$ cat src/rtl/db15_joy_tx.sv
// db15_joy_tx: device side of the SNAC DB15 serial joystick link, emulating a 74HC165-style pad chain.
// Optional macro DB15_GLITCH_FILTER_EN inserts a FILT_LEN-cycle stability filter after the synchronisers.
module db15_joy_tx #(
  parameter int PBITS    = 12,
  parameter int FILT_LEN = 3
) (
  input  logic             clk_53p6,
  input  logic             reset,
  input  logic [PBITS-1:0] player1,
  input  logic [PBITS-1:0] player2,
  input  logic             joy_load_in,
  input  logic             joy_clk_in,
  output logic             joy_data_out,
  output logic             frame_done,
  output logic [4:0]       bit_cnt
);
  localparam int FW = 2 * PBITS;
  localparam logic [4:0] LAST = 5'(FW);

  if (FILT_LEN < 1 || FW > 31) begin : g_bad_param
    $error("db15_joy_tx: FILT_LEN must be >= 1 and 2*PBITS must fit bit_cnt");
  end

  typedef enum logic [1:0] {IDLE, LOAD, SHIFT, DONE} state_t;

  state_t        state, state_n;
  logic [FW-1:0] sreg, sreg_n;
  logic [FW-1:0] frame;
  logic [4:0]    cnt_n;
  logic          data_n, done_n;
  logic          load_p0, load_p1, clk_p0, clk_p1;
  logic          load_lvl, clk_lvl, clk_dly, clk_rise;

  // p0/p1: two-flop synchronisers, preset high so reset never looks like a load or an edge
  always_ff @(posedge clk_53p6) begin
    if (reset) begin
      load_p0 <= 1'b1;
      load_p1 <= 1'b1;
      clk_p0  <= 1'b1;
      clk_p1  <= 1'b1;
    end else begin
      load_p0 <= joy_load_in;
      load_p1 <= load_p0;
      clk_p0  <= joy_clk_in;
      clk_p1  <= clk_p0;
    end
  end

`ifdef DB15_GLITCH_FILTER_EN
  localparam int FCW = $clog2(FILT_LEN + 1);
  localparam logic [FCW-1:0] FLAST = FCW'(FILT_LEN - 1);

  logic           load_p2, clk_p2;
  logic [FCW-1:0] load_fc, clk_fc;

  // p2: filter input sample; a level is accepted after FILT_LEN consecutive differing samples
  always_ff @(posedge clk_53p6) begin
    if (reset) begin
      load_p2  <= 1'b1;
      clk_p2   <= 1'b1;
      load_lvl <= 1'b1;
      clk_lvl  <= 1'b1;
      load_fc  <= '0;
      clk_fc   <= '0;
    end else begin
      load_p2 <= load_p1;
      clk_p2  <= clk_p1;
      if (load_p2 == load_lvl) begin
        load_fc <= '0;
      end else if (load_fc == FLAST) begin
        load_lvl <= load_p2;
        load_fc  <= '0;
      end else begin
        load_fc <= load_fc + 1'b1;
      end
      if (clk_p2 == clk_lvl) begin
        clk_fc <= '0;
      end else if (clk_fc == FLAST) begin
        clk_lvl <= clk_p2;
        clk_fc  <= '0;
      end else begin
        clk_fc <= clk_fc + 1'b1;
      end
    end
  end
`else
  assign load_lvl = load_p1;
  assign clk_lvl  = clk_p1;
`endif

  always_ff @(posedge clk_53p6) begin
    if (reset) clk_dly <= 1'b1;
    else       clk_dly <= clk_lvl;
  end

  assign clk_rise = clk_lvl & ~clk_dly;
  assign frame    = ~{player2, player1};

  // A low load wins over everything, including a same-cycle clock edge
  always_comb begin
    state_n = state;
    sreg_n  = sreg;
    cnt_n   = bit_cnt;
    data_n  = joy_data_out;
    done_n  = 1'b0;
    if (!load_lvl) begin
      state_n = LOAD;
      sreg_n  = frame;
      cnt_n   = '0;
      data_n  = frame[0];
    end else begin
      case (state)
        IDLE:  data_n = 1'b1;
        LOAD: begin
          state_n = SHIFT;
          data_n  = sreg[0];
        end
        SHIFT: begin
          if (clk_rise) begin
            sreg_n = {1'b1, sreg[FW-1:1]};
            cnt_n  = bit_cnt + 5'd1;
            data_n = sreg[1];
            if (cnt_n == LAST) begin
              done_n  = 1'b1;
              state_n = DONE;
              data_n  = 1'b1;
            end
          end
        end
        DONE:    data_n  = 1'b1;
        default: state_n = IDLE;
      endcase
    end
  end

  always_ff @(posedge clk_53p6) begin
    if (reset) begin
      state        <= IDLE;
      sreg         <= '1;
      bit_cnt      <= '0;
      joy_data_out <= 1'b1;
      frame_done   <= 1'b0;
    end else begin
      state        <= state_n;
      sreg         <= sreg_n;
      bit_cnt      <= cnt_n;
      joy_data_out <= data_n;
      frame_done   <= done_n;
    end
  end

endmodule

$ cat config.mk
export PLATFORM = sky130hd
export DESIGN_NAME = db15_joy_tx
export DESIGN_NICKNAME = d
export VERILOG_FILES = /design/src/rtl/db15_joy_tx.sv
export SDC_FILE = /design/constraint.sdc
export NUM_CORES = 1
export LEC_CHECK = 0
export ABC_AREA = 1
export BUFFER_PORTS_ARGS = -buffer_cell sky130_fd_sc_hd__buf_2
export CORE_UTILIZATION = 58
export DETAILED_ROUTE_END_ITERATION = 8
export HOLD_SLACK_MARGIN = 0.15
export PLACE_DENSITY = 0.85
export SYNTH_ARGS = -nofsm -noshare
export SYNTH_HDL_FRONTEND = slang
export SYNTH_SLANG_ARGS = --single-unit
export TNS_END_PERCENT = 50
$ cat constraint.sdc
create_clock -name clk_53p6 -period 3.61 [get_ports clk_53p6]
set_input_delay 0.361 -clock clk_53p6 [delete_from_list [all_inputs] [get_ports clk_53p6]]
set_output_delay 0.361 -clock clk_53p6 [all_outputs]
set_load 0.02 [all_outputs]
==> run summary <==
Final Slew Violations - 0
Cell taking the most area after synthesis - dfxtp_1
CP required - 3840 ps
Die X - 58.6 µm
Setup slack, reg-to-reg - 1710 ps
TritonCTS clock tree - built
Number of diodes - 0
Pleak - 0.903 nW
Synth top area share - 41.0%
Largest net degree at the start of global routing - 44
Crit Reg-Reg Startpoint - state[0]
Synthesized net count - 254
CP bufs+invs - 3
Skew-Pair Late Insertion Delay - 360 ps
Max-Cap Viols - 0
I/O pin count - 35
GRT Resource Usage Total - 22.6%
CP endpoint kind - flop
Crit-path slowest cell - inv_2
Fillers - 266
Top Family by Delay on Critical Path - buffers and inverters
DR vias/cell - 5.35
Fin crit share - 52.6%
Critical-path cell list - inv_1 -> ha_1 -> inv_2 -> nor2_8 -> inv_2 -> o31ai_2 -> o21ai_1
Grt ovf - 0
FMAX - 0.526 GHz
Reg clk slew, reported paths - 120 ps
Distinct cell type count after synthesis - 28
Sink Count - 38
VDD IR max - 0.325 mV
DRC - 0
DP HPWL - 2320 µm
Post-route cell area - 0.00212 mm²
Worst clock skew - 20.1 ps
Fin. Hold Viols - 0
Remaining antenna violation count after routing - 0
CP Launch Type - flop
CTS resizes - 0
Synth warn - 0
RSZ-0062 raised after global routing - no
Power Dens Cells - 417 mW/mm²
Max FO, Critical Path - 31
Post-Syn Area per Cell - 8.36 µm²
Status - complete, no violations
Seq/Total Area, Yosys - 41.0%
# setup viols final - 0
DR pass1 iterations - 4
Min-delay src - joy_clk_in
CP max stage delay - 350 ps
Total Neg Setup Slack - 0 ps
Tot Pwr - 0.000884 W
Std cell rows - 20
Vias in the first global route - 1392
Layout area overhead - 14.2%
Worst slew margin - 53.3%
Worst Setup SP - state[0]
CTS root buffer - clkbuf_4
Hold WC Path Type - input port to flop
Ratio of cells with drive above 1 in the final layout - 32.3%
Critical Path AT - 2130 ps
Yosys reg bits - 38
H-tree lvl count - 2
Hold Buf Count CTS - 0
Core box area - 0.00305 mm²
CP most frequent cell - inv_2
Wire per inst - 11.9 µm
Input/output buffers - 34
GPL Wtd Cong - 0.778
Drt total wl - 3520 µm
Inserted Clock Buffers - 5
Initial antenna violation count - 0
Full die area - 0.00343 mm²
Die Ht - 58.6 µm
Longest Clk Path Bufs - 2
Largest cells by area after synthesis - dfxtp_1 (41%), o31ai_2 (13%), nand2_1 (8.3%)
Final net count - 282
Detailed-route via count - 1577
Final worst path period need - 1900 ps
First-pass GRT wire length - 5800 µm
DRT iter0 DRCs - 73
Placed instance area - 0.00201 mm²
Mapped Area - 0.00186 mm²
Postcts setup bufs - 0
Initial core utilization - 60.8%
Cell count after synthesis - 222
Worst Tran Pin Value - 700 ps
CP Class - flop to flop
layout by cell type (no fill, tap or decap), drive strengths merged, types with 5 or more instances in the layout:
master / Yosys / routed
or2: 8 / 8
o21ai: 26 / 26
nand3: 5 / 5
nor3: 22 / 22
dfxtp: 38 / 38
nand2: 45 / 45
o31ai: 22 / 22
clkbuf: 5 / 6
nor2: 5 / 5
inv: 17 / 17
a21oi: 11 / 11
buf: 9 / 35
path summary, 6_finish.rpt:
check                                end  depth (start not counted)
worst max-delay path            sreg[10]                          7
worst min register to register   clk_lvl                          1
worst max register to register  sreg[10]                          7
worst min-delay path              clk_p0                          2
synthesized netlist by cell type, drive strengths merged:
| library cell | count |
|---|---|
| nand2 | 45 |
| dfxtp | 38 |
| o21ai | 26 |
| nor3 | 22 |
| o31ai | 22 |
| inv | 17 |
| a21oi | 11 |
| buf | 9 |
| or2 | 8 |
| clkbuf | 5 |
| nand3 | 5 |
| nor2 | 5 |
| ha | 4 |
| nand4 | 3 |
| a211o | 1 |
| a211oi | 1 |
report_power, final:
part	switching, W	total, W	internal, W
clock	0.000147	0.000382	0.000235
combinational	0.0000346	0.0000616	0.0000270
sequential	0.00000824	0.000440	0.000432
sequential cells by signal, indices dropped and copies added (netlist names):
signal	cells
load_lvl	1
sreg	24
frame_done	1
joy_data_out	1
clk_p0	1
clk_dly	1
state	2
load_p0	1
clk_lvl	1
bit_cnt	5
per-stage QoR:
stage                     utilization [%]  std cells  setup slack (ps)  hold WS (ps)
after CTS                            69.4        295              1690           175
after floorplan                         -        222              2110           389
after global placement               65.8        287              1750           390
after global routing                 69.4        295              1530           172
after detailed placement             65.8        287              1690           394
final                                69.4        295              1710           189
worst reg2reg max path: cells and delay by family (launching register included):
| kind | cells | cell delay, ps |
|---|---|---|
| AOI/OAI and AO/OA | 2 | 380 |
| adders and majority gates | 1 | 220 |
| buffers and inverters | 3 | 520 |
| DFF | 1 | 340 |
| and+or+nand+nor | 1 | 330 |
layer usage:
| layer | wire length [µm] | GRT usage (%) |
|---|---|---|
| met1 | 1640 | 28.1 |
| met2 | 1640 | 36.0 |
| met3 | 171 | 5.93 |
| met4 | 72 | 11.9 |
| met5 | 0 | 0 |
cell families after synthesis:
logic type,Yosys count,share of synthesized area [%]
DFF,38,41.0
adders and majority gates,4,2.70
and+or+nand+nor,88,23.2
buffers and inverters,31,7.82
AOI/OAI and AO/OA,61,25.3
final cells by class:
class | count | area [µm²] | area share, %
multi-input cells | 153 | 951 | 44.9
flip-flops and latches | 38 | 761 | 35.9
repair buffers | 35 | 178 | 8.38
inverters | 17 | 63.8 | 3.01
clock inverters | 2 | 60.1 | 2.83
well taps | 44 | 55.1 | 2.60
clock buffers | 6 | 51.3 | 2.42
No activity file was read; power rests on OpenSTA's default activity.
